$ cat config.mk
export PLATFORM = sky130hd
export DESIGN_NAME = instr_sequencer
export DESIGN_NICKNAME = d
export VERILOG_FILES = /design/src/rtl/instr_sequencer.sv
export SDC_FILE = /design/constraint.sdc
export NUM_CORES = 1
export LEC_CHECK = 0
export BUFFER_PORTS_ARGS = -buffer_cell sky130_fd_sc_hd__clkbuf_2
export CAP_MARGIN = 20
export CORE_MARGIN = 3
export CORE_UTILIZATION = 48
export DETAILED_ROUTE_END_ITERATION = 10
export PLACE_DENSITY = 0.79
export SLEW_MARGIN = 25
export SYNTH_ARGS = -nofsm -noshare
export SYNTH_HDL_FRONTEND = slang
export SYNTH_SLANG_ARGS = --single-unit
$ cat constraint.sdc
create_clock -name clk -period 2.5 [get_ports clk]
set_input_delay 0.375 -clock clk [delete_from_list [all_inputs] [get_ports clk]]
set_output_delay 0.375 -clock clk [all_outputs]
set_load 0.01 [all_outputs]
$ cat src/rtl/instr_sequencer.sv
// Fetch/decode/execute controller for the 17-bit datapath: owns pc and ir,
// fetches over a req/ack handshake and resolves the next pc in EXEC.
module instr_sequencer #(
   parameter int              PC_W     = 8,
   parameter int              IW       = 17,
   parameter logic [PC_W-1:0] RESET_PC = '0
) (
   input  logic            clk,
   input  logic            rst,
   input  logic            run,
   output logic            imem_req,
   output logic [PC_W-1:0] imem_addr,
   input  logic [IW-1:0]   imem_rdata,
   input  logic            imem_ack,
   output logic [IW-1:0]   ir,
   input  logic [1:0]      BS,
   input  logic            PS,
   input  logic            Z,
   input  logic [PC_W-1:0] br_offset,
   input  logic [PC_W-1:0] jmp_addr,
   output logic            exec_en,
   output logic            busy,
   output logic [PC_W-1:0] pc,
   output logic [15:0]     instr_count
);

   typedef enum logic [1:0] {
      S_IDLE   = 2'd0,
      S_FETCH  = 2'd1,
      S_DECODE = 2'd2,
      S_EXEC   = 2'd3
   } state_t;

   state_t          state_q, state_d;
   logic [PC_W-1:0] pc_q, pc_d;
   logic [IW-1:0]   ir_q, ir_d;
   logic [15:0]     cnt_q, cnt_d;

   logic [PC_W-1:0] pc_inc;
   logic [PC_W-1:0] pc_rel;
   logic [PC_W-1:0] next_pc;
   logic            take_branch;

   // Offset is two's complement in PC_W bits, so a plain modular add covers
   // both directions, including wrap below zero.
   assign pc_inc      = pc_q + {{(PC_W-1){1'b0}}, 1'b1};
   assign pc_rel      = pc_q + br_offset;
   assign take_branch = Z ^ PS;

   always_comb begin
      next_pc = pc_inc;
      unique case (BS)
         2'b00: next_pc = pc_inc;
         2'b01: next_pc = take_branch ? pc_rel : pc_inc;
         2'b10: next_pc = pc_rel;
         2'b11: next_pc = jmp_addr;
         default: next_pc = pc_inc;
      endcase
   end

   always_comb begin
      state_d = state_q;
      unique case (state_q)
         S_IDLE:   if (run) state_d = S_FETCH;
         S_FETCH:  if (imem_ack) state_d = S_DECODE;
         S_DECODE: state_d = S_EXEC;
         S_EXEC:   state_d = run ? S_FETCH : S_IDLE;
         default:  state_d = S_IDLE;
      endcase
   end

   always_comb begin
      pc_d  = pc_q;
      ir_d  = ir_q;
      cnt_d = cnt_q;
      if ((state_q == S_FETCH) && imem_ack) begin
         ir_d = imem_rdata;
      end
      if (state_q == S_EXEC) begin
         pc_d  = next_pc;
         cnt_d = cnt_q + 16'd1;
      end
   end

   always_ff @(posedge clk) begin
      if (rst) begin
         state_q <= S_IDLE;
         pc_q    <= RESET_PC;
         ir_q    <= '0;
         cnt_q   <= '0;
      end else begin
         state_q <= state_d;
         pc_q    <= pc_d;
         ir_q    <= ir_d;
         cnt_q   <= cnt_d;
      end
   end

   // Outputs decode registered state only; no input reaches an output combinationally.
   assign imem_req    = (state_q == S_FETCH);
   assign imem_addr   = pc_q;
   assign exec_en     = (state_q == S_EXEC);
   assign busy        = (state_q != S_IDLE);
   assign ir          = ir_q;
   assign pc          = pc_q;
   assign instr_count = cnt_q;

endmodule

==> impl_metrics.json <==
{
  "status": "finished, final reports clean",
  "clk-insertion-delay-late_ns": 0.29,
  "ys_types": 38,
  "post-place-ws_ns": 0.3086,
  "relSlewSlack": 0.6139,
  "drtIter0Drc": 73,
  "grt_pass1_vias": 1874,
  "worstMarginPinSlew_ns": 0.5791,
  "p_switching_mw": 0.6780,
  "io_pins": 93,
  "cts_tree": "done",
  "gp_congestion": 0.8795,
  "post_cts_resized": 0,
  "yosysWarningCount": 0,
  "seq_area_frac_synth": 0.3707,
  "rsz0062_at_grt": "no",
  "worstPathRequired_ns": 2.68,
  "synth_nets": 334,
  "arrival_ns": 2.35,
  "grt_pass1_wl_um": 8673,
  "final_area_mm2": 0.002860,
  "synth_top_area_cell": "dfxtp_1",
  "cts_buffer_depth": 2,
  "fin_nets": 419,
  "antenna_left": 0,
  "worstRegToRegCells": 7,
  "worst_ir_drop_vdd_uv": 369.8,
  "synth_top_area_share": 0.3707,
  "seqPwrFrac": 0.419,
  "crit_fanout": 9,
  "place_hpwl_um": 4143,
  "clockPowerShare": 0.242,
  "antenna_found_initial": 0,
  "cp-start-kind": "register",
  "die_w_um": 75.56,
  "min_path_type": "input pin to register",
  "die_height_um": 75.56,
  "grt-ovfl-total": 0,
  "initial_core_util": 0.5156,
  "setup_violations": 0,
  "core_area_mm2": 0.004504,
  "fmax_mhz": 461.8,
  "final_cell_mix": "92 x clkbuf_2, 53 x nand2_1, 43 x dfxtp_1, 28 x a21oi_1, 24 x nor2_1",
  "post_dp_cell_area_mm2": 0.002760,
  "holdPathEnd": "ir[13]$_SDFFE_PP0P_",
  "netlist_area_mm2": 0.002322,
  "cts_root_buffer": "clkbuf_8",
  "hold_viol_final": 0,
  "cts_buffers": 5,
  "total_power_mw": 1.977,
  "syn_area_per_cell_um2": 8.323,
  "io_buffers": 92,
  "rr_startpoint": "imem_addr[0]$_SDFFE_PP0P_",
  "final_common_cell": "clkbuf_2",
  "num_antenna_cells": 0,
  "drtPass1Iterations": 4,
  "power_frac_comb": 0.340,
  "slew_violations": 0,
  "switching_share": 0.3430,
  "fin_worst_skew_ns": 0.004775,
  "core.rowCount": 24,
  "ctsHoldBuffers": 0,
  "power.leakage_nw": 1.310,
  "critPathKind": "register to register",
  "synth.area.top_cells": "dfxtp_1 37%, nand2_1 8.6%, ha_1 7.0%",
  "wl_met3_um": 265,
  "drt-wirelength-per-cell_um": 12.89,
  "setup_slack_ns": 0.3344,
  "final_cells": 417,
  "drt-total-wl_um": 5377,
  "route.detailed.drc": 0,
  "cts_setup_buffers": 0,
  "min_path_cells": 3,
  "highest_layer": "met4",
  "area_delta_synth_final_pct": 23.17,
  "powerDensity_mw_per_mm2": 691.1,
  "netlist_instances": 279,
  "wl_met1_um": 2538,
  "drive_above_1_share": 0.3014,
  "grt_max_degree": 36,
  "htreeDepth": 2,
  "clkTransAtPathRegs_ns": 0.07,
  "track_usage": 0.1958,
  "synth_seq_cells": 43,
  "maxCapViolations": 0,
  "wl_met2_um": 2530,
  "intPower_mw": 1.299,
  "die-area_mm2": 0.005709,
  "r2r_slack_ns": 0.33,
  "fin_crit_sh": 0.8663,
  "hold_start": "imem_rdata[13]",
  "tns_ns": 0,
  "viasPerCell": 5.141,
  "routed-via-count": 2144,
  "worstReg2RegEnd": "imem_addr[6]$_SDFFE_PP0P_",
  "final.min_clock_period_ns": 2.166,
  "setup.worst_path.end_class": "register",
  "place_inst": 409,
  "clock-sinks": 43
}
## per-stage QoR
stage               hold slack, ns    util
global route                0.2902  0.6350
floorplan                   0.4778       -
CTS                         0.2808  0.6350
global placement            0.4408  0.6128
detailed placement          0.4467  0.6128
finish                      0.2944  0.6350
## registers in the layout, summed over array words and instances, names as in the netlist
| name | flops |
|---|---|
| instr_count | 16 |
| imem_addr | 8 |
| ir | 17 |
| state_q | 2 |
## cells by family (layout without fill, tap and decap cells)
group           count (synthesis)  in the layout  share of synthesized area
simple gates                  114            114                     0.2204
buf+inv                        24            110                    0.06196
xor+xnor                       26             26                    0.09806
compound gates                 55             55                     0.1573
mux                             3              3                    0.01293
fa+ha+maj                      14             14                    0.07867
flops                          43             43                     0.3707
## cell usage after synthesis
cell type / instances
a21o_1: 4
nand3_1: 7
a2bb2oi_1: 1
o31ai_1: 1
or3b_1: 1
nand2_1: 53
and3_1: 3
nand4_1: 8
nand2b_1: 3
o32ai_1: 1
a21oi_1: 28
a221oi_1: 3
and4_1: 1
mux2i_1: 3
inv_1: 5
a211oi_1: 1
nor3_1: 6
o21ai_4: 1
nor4b_1: 1
a21bo_2: 1
o211ai_1: 4
a22oi_1: 1
o21ai_2: 1
xnor2_1: 12
clkbuf_8: 2
or3_1: 2
a221oi_2: 2
ha_1: 13
fa_1: 1
clkbuf_1: 8
nor2_1: 24
xor2_1: 14
nor2_2: 1
o2bb2ai_1: 1
o21ai_0: 5
dfxtp_1: 43
and2_1: 4
buf_4: 9
## how the worst max path moves through the flow
stage	cells past startpoint	startpoint	slack, ns	end
2_1_floorplan	7	imem_addr[0]$_SDFFE_PP0P_	0.50	imem_addr[6]$_SDFFE_PP0P_
3_3_place_gp	8	br_offset[0]	0.40	imem_addr[6]$_SDFFE_PP0P_
3_5_place_dp	8	br_offset[0]	0.31	imem_addr[6]$_SDFFE_PP0P_
4_1_cts	7	imem_addr[0]$_SDFFE_PP0P_	0.33	imem_addr[6]$_SDFFE_PP0P_
5_1_grt	7	imem_addr[0]$_SDFFE_PP0P_	0.18	imem_addr[6]$_SDFFE_PP0P_
6_report	7	imem_addr[0]$_SDFFE_PP0P_	0.33	imem_addr[6]$_SDFFE_PP0P_
## routing by layer
metal  global-route usage  vias up
li1                     -     1122
met1               0.2606      960
met2               0.3202       56
met3              0.05277        6
met4              0.04078        0
met5                    0        -
## area by class of cell
class	instances	area [um^2]
clock buffer	8	100.1
fill	405	1644
inverter	5	18.77
multi-input combinational	212	1318
sequential	43	860.8
tap	52	65.06
timing repair buffer	97	498.0
## worst max-delay path: stages, from the launching register on
cell      delay, ns
dfxtp_1        0.40
ha_1           0.27
fa_1           0.41
a21o_1         0.22
a221oi_2       0.29
xnor2_1        0.10
a221oi_1       0.29
nor3_1         0.08
## power groups by stage
stage,Sequential [mW],Clock (mW),Combinational [mW]
after floorplan,0.872,0,0.445
final,0.828,0.478,0.671
after detailed placement,0.845,0,0.672
after global routing,0.841,0.522,0.750
after CTS,0.828,0.497,0.675
after global placement,0.841,0,0.657
(Power assumes the default switching activity.)
